## src/rtl/ibex_alu_seq_pkg.sv

```systemverilog
// ibex_alu_seq_pkg: operation/state encodings and op-class helpers for the sequential ALU
package ibex_alu_seq_pkg;

    typedef enum logic [3:0] {
        OP_ADD  = 4'd0,
        OP_SUB  = 4'd1,
        OP_XOR  = 4'd2,
        OP_OR   = 4'd3,
        OP_AND  = 4'd4,
        OP_SLL  = 4'd5,
        OP_SRL  = 4'd6,
        OP_SRA  = 4'd7,
        OP_EQ   = 4'd8,
        OP_NE   = 4'd9,
        OP_LT   = 4'd10,
        OP_LTU  = 4'd11,
        OP_GE   = 4'd12,
        OP_GEU  = 4'd13,
        OP_ADDS = 4'd14,
        OP_SUBS = 4'd15
    } alu_seq_op_e;

    typedef enum logic [1:0] {
        S_IDLE  = 2'd0,
        S_SHIFT = 2'd1,
        S_DONE  = 2'd2
    } alu_seq_state_e;

    function automatic logic is_shift_op(alu_seq_op_e op);
        return op inside {OP_SLL, OP_SRL, OP_SRA};
    endfunction

    function automatic logic is_cmp_op(alu_seq_op_e op);
        return op inside {OP_EQ, OP_NE, OP_LT, OP_LTU, OP_GE, OP_GEU};
    endfunction

endpackage

```

## src/rtl/ibex_alu_seq_shifter.sv

```systemverilog
// ibex_alu_seq_shifter: combinational single-step shifter, up to SHIFT_STEP bits left/right/arithmetic
module ibex_alu_seq_shifter #(
    parameter int WIDTH      = 32,
    parameter int SHIFT_STEP = 4
) (
    input  logic [WIDTH-1:0]                  data_i,
    input  logic                              left_i,
    input  logic                              arith_i,
    input  logic [$clog2(SHIFT_STEP+1)-1:0]   amt_i,
    output logic [WIDTH-1:0]                  data_o
);

    // kept separate so the arithmetic shift stays in a signed context
    logic signed [WIDTH-1:0] sra;

    assign sra    = $signed(data_i) >>> amt_i;
    assign data_o = left_i ? data_i << amt_i : arith_i ? sra : data_i >> amt_i;

endmodule

```

## src/rtl/ibex_alu_seq.sv

```systemverilog
// ibex_alu_seq: handshaked multi-cycle ALU with iterative shifts; ALU_SEQ_SAT_EN enables saturating ADDS/SUBS
module ibex_alu_seq
    import ibex_alu_seq_pkg::*;
#(
    parameter int WIDTH      = 32,
    parameter int SHIFT_STEP = 4
) (
    input  logic             clk_i,
    input  logic             rst_i,
    input  logic             in_valid_i,
    output logic             in_ready_o,
    input  logic [3:0]       op_i,
    input  logic [WIDTH-1:0] operand_a_i,
    input  logic [WIDTH-1:0] operand_b_i,
    output logic             out_valid_o,
    input  logic             out_ready_i,
    output logic [WIDTH-1:0] result_o,
    output logic             cmp_o,
    output logic             busy_o
);

    localparam int SW = $clog2(WIDTH);
    localparam int AW = $clog2(SHIFT_STEP + 1);

    alu_seq_state_e   state_q, state_d;
    alu_seq_op_e      op_q, op_d, op_in;
    logic [WIDTH-1:0] res_q, res_d, alu_res, sum, diff, adds, subs, shift_out;
    logic [SW-1:0]    rem_q, rem_d, shamt;
    logic [AW-1:0]    step;
    logic             cmp_q, cmp_d, cmp_in, accept, lt, ltu;

    assign op_in  = alu_seq_op_e'(op_i);
    assign shamt  = operand_b_i[SW-1:0];
    assign sum    = operand_a_i + operand_b_i;
    assign diff   = operand_a_i - operand_b_i;
    assign lt     = $signed(operand_a_i) < $signed(operand_b_i);
    assign ltu    = operand_a_i < operand_b_i;
    assign accept = in_valid_i & in_ready_o;

`ifdef ALU_SEQ_SAT_EN
    logic             add_ovf, sub_ovf;
    logic [WIDTH-1:0] sat_val;
    // overflow only when the wrapped sign disagrees with the operand sign
    assign add_ovf = (operand_a_i[WIDTH-1] == operand_b_i[WIDTH-1]) && (sum[WIDTH-1] != operand_a_i[WIDTH-1]);
    assign sub_ovf = (operand_a_i[WIDTH-1] != operand_b_i[WIDTH-1]) && (diff[WIDTH-1] != operand_a_i[WIDTH-1]);
    assign sat_val = operand_a_i[WIDTH-1] ? {1'b1, {(WIDTH-1){1'b0}}} : {1'b0, {(WIDTH-1){1'b1}}};
    assign adds    = add_ovf ? sat_val : sum;
    assign subs    = sub_ovf ? sat_val : diff;
`else
    assign adds = sum;
    assign subs = diff;
`endif

    // remaining shift is consumed in chunks of at most SHIFT_STEP
    assign step = (32'(rem_q) > SHIFT_STEP) ? AW'(SHIFT_STEP) : AW'(rem_q);

    ibex_alu_seq_shifter #(
        .WIDTH      (WIDTH),
        .SHIFT_STEP (SHIFT_STEP)
    ) u_shifter (
        .data_i  (res_q),
        .left_i  (op_q == OP_SLL),
        .arith_i (op_q == OP_SRA),
        .amt_i   (step),
        .data_o  (shift_out)
    );

    // comparison outcome of the incoming operation (0 for non-compare ops)
    always_comb begin
        cmp_in = op_in == OP_EQ  ? operand_a_i == operand_b_i :
                 op_in == OP_NE  ? operand_a_i != operand_b_i :
                 op_in == OP_LT  ? lt  :
                 op_in == OP_LTU ? ltu :
                 op_in == OP_GE  ? !lt :
                 op_in == OP_GEU ? !ltu : 1'b0;
    end

    // first-cycle result; shift ops load operand A as the working value
    always_comb begin
        alu_res = {{(WIDTH-1){1'b0}}, cmp_in};
        case (op_in)
            OP_ADD:                 alu_res = sum;
            OP_SUB:                 alu_res = diff;
            OP_XOR:                 alu_res = operand_a_i ^ operand_b_i;
            OP_OR:                  alu_res = operand_a_i | operand_b_i;
            OP_AND:                 alu_res = operand_a_i & operand_b_i;
            OP_SLL, OP_SRL, OP_SRA: alu_res = operand_a_i;
            OP_ADDS:                alu_res = adds;
            OP_SUBS:                alu_res = subs;
            default:                ;
        endcase
    end

    // next-state: progress SHIFT/DONE, then let an accepted op override
    always_comb begin
        state_d = state_q;
        res_d   = res_q;
        cmp_d   = cmp_q;
        rem_d   = rem_q;
        op_d    = op_q;
        case (state_q)
            S_SHIFT: begin
                res_d   = shift_out;
                rem_d   = rem_q - SW'(step);
                state_d = (rem_q == SW'(step)) ? S_DONE : S_SHIFT;
            end
            S_DONE:  state_d = out_ready_i ? S_IDLE : S_DONE;
            default: ;
        endcase
        if (accept) begin
            op_d    = op_in;
            res_d   = alu_res;
            cmp_d   = cmp_in;
            rem_d   = shamt;
            state_d = (is_shift_op(op_in) && shamt != '0) ? S_SHIFT : S_DONE;
        end
    end

    // state and datapath registers
    always_ff @(posedge clk_i) begin
        if (rst_i) begin
            state_q <= S_IDLE;
            op_q    <= OP_ADD;
            res_q   <= '0;
            cmp_q   <= 1'b0;
            rem_q   <= '0;
        end else begin
            state_q <= state_d;
            op_q    <= op_d;
            res_q   <= res_d;
            cmp_q   <= cmp_d;
            rem_q   <= rem_d;
        end
    end

    assign in_ready_o  = (state_q == S_IDLE) || (state_q == S_DONE && out_ready_i);
    assign out_valid_o = state_q == S_DONE;
    assign busy_o      = state_q != S_IDLE;
    assign result_o    = res_q;
    assign cmp_o       = cmp_q;

endmodule

```

## config.mk

```make
export PLATFORM = sky130hd
export DESIGN_NAME = ibex_alu_seq
export DESIGN_NICKNAME = d
export VERILOG_FILES = /design/src/rtl/ibex_alu_seq_pkg.sv /design/src/rtl/ibex_alu_seq_shifter.sv /design/src/rtl/ibex_alu_seq.sv
export SDC_FILE = /design/constraint.sdc
export NUM_CORES = 1
export LEC_CHECK = 0
export CAP_MARGIN = 20
export CORE_MARGIN = 2
export CORE_UTILIZATION = 50
export DETAILED_ROUTE_END_ITERATION = 6
export MAX_ROUTING_LAYER = met4
export PLACE_DENSITY = 0.74
export SYNTH_ARGS = -nofsm -noshare
export SYNTH_HDL_FRONTEND = slang
export SYNTH_HIERARCHICAL = 1
export SYNTH_SLANG_ARGS = --single-unit
export TNS_END_PERCENT = 5
```

## constraint.sdc

```tcl
create_clock -name clk_i -period 3.9 [get_ports clk_i]
set_clock_uncertainty 0.15 [all_clocks]
set_input_delay 0.39 -clock clk_i [delete_from_list [all_inputs] [get_ports clk_i]]
set_output_delay 0.39 -clock clk_i [all_outputs]
set_load 0.01 [all_outputs]
```

* Yosys cells after proc, flatten, opt, wreduce, memory -nomap -nowiden
Cells that the tools add are included.
** Word-level totals
- Flip-flop bits (word level) :: 44
- Input bits :: 72
- Output and inout port bits :: 36
- Logic and storage cells :: 74
** Operators by class
- Add/sub/neg operators :: 3
- Magnitude comparators :: 3
- Equality and inequality tests :: 22
- Shifts and indexed selects :: 3
- Muxes and demuxes :: 19
- Bitwise operators :: 4
- Reductions and logical operators :: 15
** Operator list (count)
- 32-bit case mux with 6 select lines :: 1
- 32-bit two-way mux :: 4
- 32-bit < comparator :: 2
- 32-bit adder :: 1
- 32-bit AND :: 1
- 32-bit == test :: 1
- 4-bit == test, second input constant :: 8
- 32-bit != test :: 1
- 32-bit OR :: 1
- 32-bit by 3-bit << shifter with 32-bit output :: 1
- 32-bit by 3-bit right shift with 32-bit output :: 1
- 32-bit by 3-bit >>> shifter with 32-bit output :: 1
- 32-bit subtractor :: 1
- 32-bit XOR :: 1
- 4-bit by 3-bit == test with 1-bit output, second input constant :: 6
- 5-bit two-way mux :: 2
- 4-bit by 2-bit == test with 1-bit output, second input constant :: 2
- 2-bit two-way mux :: 4
- 1-bit two-way mux :: 6
- 3-bit nonzero test :: 2
- 5-bit by 3-bit == test with 1-bit output :: 1
- 5-bit by 3-bit greater-than comparator with 1-bit output, second input constant :: 1
- 5-bit nonzero test :: 1
- 5-bit by 3-bit subtractor with 5-bit output :: 1
- 14 further kinds :: 18

* Depth between registers and ports, before layout
- Word-level depth :: 10
- Gate-level depth with buffers :: 16

* Hierarchy
The synthesis kept the hierarchy.
** By module, submodules not included
- ibex_alu_seq :: times used 1, cells each 1039, area an instance 7165.6 µm², sequential area each 880.8 µm²
- ibex_alu_seq_shifter :: times used 1, cells each 299, area an instance 2228.4 µm², sequential area each 0.0 µm²

* Least setup slack after synthesis
Ideal clock, no wire load.
- Kind :: input to register
- Start :: input port operand_a_i[0]
- End :: register res_q[30], in the netlist result_o[30]
- Arrival :: 2.865 ns
- Required time :: 3.630 ns
- Slack :: 0.765 ns
- Stages :: 13
- Path buffers :: 0
- Cells stage by stage :: inv_1 > ha_1 > fa_1 > nor3_1 > o311ai_1 > a41oi_2 > nand3_1 > a2111o_1 > nand2_1 > a41o_1 > a21oi_1 > and4_1 > o31a_1
** Between the ends
- Cells in the longest elaborated chain, start to end :: 3
- Elaborated cells on any way between the ends :: 4
- Classes of those cells :: 2 x add/sub; 2 x mux
** Ends and longest elaborated chain
- start, declared :: line ibex_alu_seq.sv:13 : input logic [WIDTH-1:0] operand_a_i,
- 32-bit subtractor / 32-bit adder (equally long branches) :: line ibex_alu_seq.sv:35, ibex_alu_seq.sv:34
- 32-bit case mux with 6 select lines * :: line ibex_alu_seq.sv:81 : case (op_in)
- 32-bit two-way mux * :: line ibex_alu_seq.sv:110 : if (accept) begin
- end signal, assigned :: line ibex_alu_seq.sv:130 : res_q <= res_d;
- end, declared :: line ibex_alu_seq.sv:27 : logic [WIDTH-1:0] res_q, res_d, alu_res, sum, diff, adds, subs, shift_out;
Every way passes the cells marked *; elsewhere a longest branch is shown, timed or not.
A chain may end at the register's enable or synchronous reset.

* Worst setup path after layout
- Start :: input port operand_b_i[1]
- End :: register res_q[31], in the netlist result_o[31]
** Between the ends
- Cells in the longest elaborated chain, start to end :: 3
- Elaborated cells on any way between the ends :: 4
- Classes of those cells :: 2 x add/sub; 2 x mux
** Ends and longest elaborated chain
- start, declared :: line ibex_alu_seq.sv:14 : input logic [WIDTH-1:0] operand_b_i,
- 32-bit subtractor / 32-bit adder (equally long branches) :: line ibex_alu_seq.sv:35, ibex_alu_seq.sv:34
- 32-bit case mux with 6 select lines * :: line ibex_alu_seq.sv:81
- 32-bit two-way mux * :: line ibex_alu_seq.sv:110
Marked as above.

==> results.json <==
{
  "synthArstFlopShare": 0,
  "io_buffers": 107,
  "initial_core_util": 0.506,
  "drc": 0,
  "htreeDepth": 2,
  "grt_pass1_wl_um": 56100,
  "dpl_worst_slack_ns": 0.00725,
  "place_congestion": 1.01,
  "root_buffer": "clkbuf_16",
  "clock_path_buffers": 2,
  "ys_seq_elements": 44,
  "final_cell_mix": "145 x nand2_1, 110 x buf_4, 107 x a21oi_1, 107 x clkdlybuf4s50_1, 101 x ha_1",
  "grt_max_degree": 42,
  "final_nets": 1640,
  "drt_first_pass_iters": 5,
  "cp_common_cell": "nor4_1",
  "synth_top_family_by_area": "compound AO/OA/AOI/OAI gates",
  "core_area_sq_um": 18600,
  "slew_headroom": 0.448,
  "critPathBufInv": 4,
  "synth_top_area_frac": 0.135,
  "avgSynthCellArea_sq_um": 7.02,
  "p_per_area_nw_per_um2": 240,
  "synth_edf_count": 0,
  "rows": 50,
  "synthSimpleGateAreaFrac": 0.193,
  "finalSetupViolCount": 0,
  "status": "completed",
  "cp_top_family": "buffers and inverters",
  "critPathArrivalTime_ns": 3.72,
  "diodes": 0,
  "synth_ff_type": "dfxtp_1",
  "cts_made_buffers": 5,
  "max_freq_ghz": 0.276,
  "track_usage": 0.363,
  "ir_worst_vdd_mv": 0.176,
  "hp-class": "reg2reg",
  "grt_pass1_vias": 10100,
  "totalWireLength_um": 35900,
  "ctsHoldBuffers": 0,
  "power_uw": 2720,
  "die_h_um": 141,
  "clock_sinks": 44,
  "synthAdderAreaFrac": 0.139,
  "rsz0062_at_grt": "false",
  "finalCritPeriodShare": 0.930,
  "syn_area_sq_um": 9390,
  "hpwlAfterDp_um": 28300,
  "worstPathRequired_ns": 3.99,
  "worst_skew_pair.late_latency_ns": 0.29,
  "timing.setup.tns_ns": 0,
  "vias": 11000,
  "initialDrtViolationCount": 999,
  "synth_xor_area_frac": 0.0177,
  "drv_cap": 0,
  "slew_violations": 0,
  "ys_seq_area_frac": 0.0938,
  "synth-compound-area-share": 0.344,
  "viasPerCell": 6.49,
  "layout_commonest_cell": "nand2_1",
  "synth_nets": 1513,
  "crit_fanout": 4,
  "dp_cells": 1692,
  "p_leak_uw": 0.00463,
  "grt.overflow.total": 0,
  "clk_pin_slew_ns": 0.07,
  "drtAntennaViolNets": 0,
  "finalHoldViolCount": 0,
  "post_cts_buffers": 0,
  "path_class": "in2reg",
  "critPathLaunchType": "input pin",
  "synth.distinct_cells": 90,
  "register_area_sq_um": 881,
  "slowest_delay_ns": 0.54,
  "worst_pin_slew_ns": 0.824,
  "die_w_um": 141,
  "synth_top_area_cell": "ha_1",
  "synth_mux_area_frac": 0.116,
  "cp_slowest_cell": "clkdlybuf4s50_1",
  "cts_tree": "built",
  "synthCells": 1338,
  "ioPinCount": 108,
  "avgRoutedWirePerCell_um": 21.1,
  "path_cells": "clkdlybuf4s50_1 -> inv_1 -> ha_1 -> a211oi_1 -> o21ai_0 -> a21oi_1 -> buf_4 -> nor4_1 -> buf_4 -> nor4_1 -> nor4_1 -> o221ai_1 -> nand4_1 -> mux2_2 -> nand2_1",
  "yosysWarnings": 6,
  "area_growth_syn_to_layout_pct": 20.6,
  "drive_gt1_frac": 0.115,
  "dieArea_sq_um": 19900,
  "synthTopCellsByArea": "ha_1 13%, dfxtp_1 9.4%, mux2i_1 8.6%, nand2_1 5.8%, a21oi_1 5.7%",
  "multiInputGateArea_sq_um": 7630,
  "final.setup.worst_slack_ns": 0.275,
  "cts_resized": 0,
  "finalNonFillerCells": 1700,
  "fin_crit_ns": 3.63,
  "antenna_found_initial": 0,
  "fill_cells": 1816,
  "cp-end-kind": "register"
}
-- metal layers --
metal / GRT usage / wire, um / vias to the layer above
met5: - / 0 / -
met1: 0.501 / 16000 / 5201
met2: 0.550 / 15900 / 557
met3: 0.0503 / 2990 / 74
li1: - / - / 5206
met4: 0.108 / 985 / 0
-- per-stage QoR --
| step | area (sq um) | hold slack (ns) | util |
|---|---|---|---|
| global route | 11300 | 0.346 | 0.610 |
| detailed placement | 11200 | 0.300 | 0.602 |
| global placement | 11200 | 0.292 | 0.602 |
| CTS | 11300 | 0.308 | 0.610 |
| floorplan | 9390 | 0.286 | - |
| finish | 11300 | 0.315 | 0.610 |
-- cell usage after synthesis (8+ instances only) --
cell type / n
nor2_1: 98
a221oi_1: 24
inv_1: 98
nor3_1: 26
mux2i_1: 81
a211oi_1: 15
nand2b_1: 19
o21ai_1: 22
dfxtp_1: 44
buf_2: 26
nand2_1: 146
o21ai_0: 75
o22ai_1: 13
ha_1: 101
a21o_1: 16
xnor2_1: 14
nand4_1: 8
o211ai_1: 16
a311oi_1: 19
nor2b_1: 16
a22oi_1: 48
nand3_1: 30
a21oi_1: 107
o2111ai_1: 13
a31oi_1: 19
o21bai_1: 10
mux2_2: 9
clkbuf_1: 55
o31ai_1: 9
nor4_1: 8
-- report_power, final --
group	internal [uW]	switching, uW
logic	725	970
registers	495	93.6
clock network	253	187
-- sequential cells by signal, summed over array words and instances, names as in the netlist --
| signal | count |
|---|---|
| result_o | 32 |
| rem_q | 5 |
| cmp_o | 1 |
| op_q | 4 |
| state_q | 2 |
-- path summary, 6_finish.rpt --
| check | cells past startpoint | end | start | slack [ns] |
|---|---|---|---|---|
| worst max-delay path | 15 | result_o[31] | operand_b_i[1] | 0.27 |
| worst min-delay path | 2 | op_q[0] | op_q[0] | 0.31 |
| worst max register to register | 13 | result_o[30] | rem_q[2] | 0.39 |
| worst min register to register | 2 | op_q[0] | op_q[0] | 0.31 |
-- cell families after synthesis --
family,count (synthesis)
AOI/OAI and AO/OA,476
xor gates and xnor gates,19
adders and majority gates,103
buffers and inverters,202
DFF,44
muxes,100
other,1
and+or+nand+nor,393
-- cell type report --
cell class	instances	share of cell area
Clock buffer	6	0.0123
Clock inverter	2	0.000883
Inverter	100	0.0331
Multi-Input combinational cell	1092	0.674
Sequential cell	44	0.0777
Tap cell	234	0.0258
Timing Repair Buffer	222	0.176
-- tightest hold or removal path: cells and delay by family, from the launching register on --
kind	cells	cell delay, ns
flip-flops	1	0.31
AND/OR/NAND/NOR	1	0.05
AO/OA/AOI/OAI	1	0.05
Power figures use the tool's default switching activity.
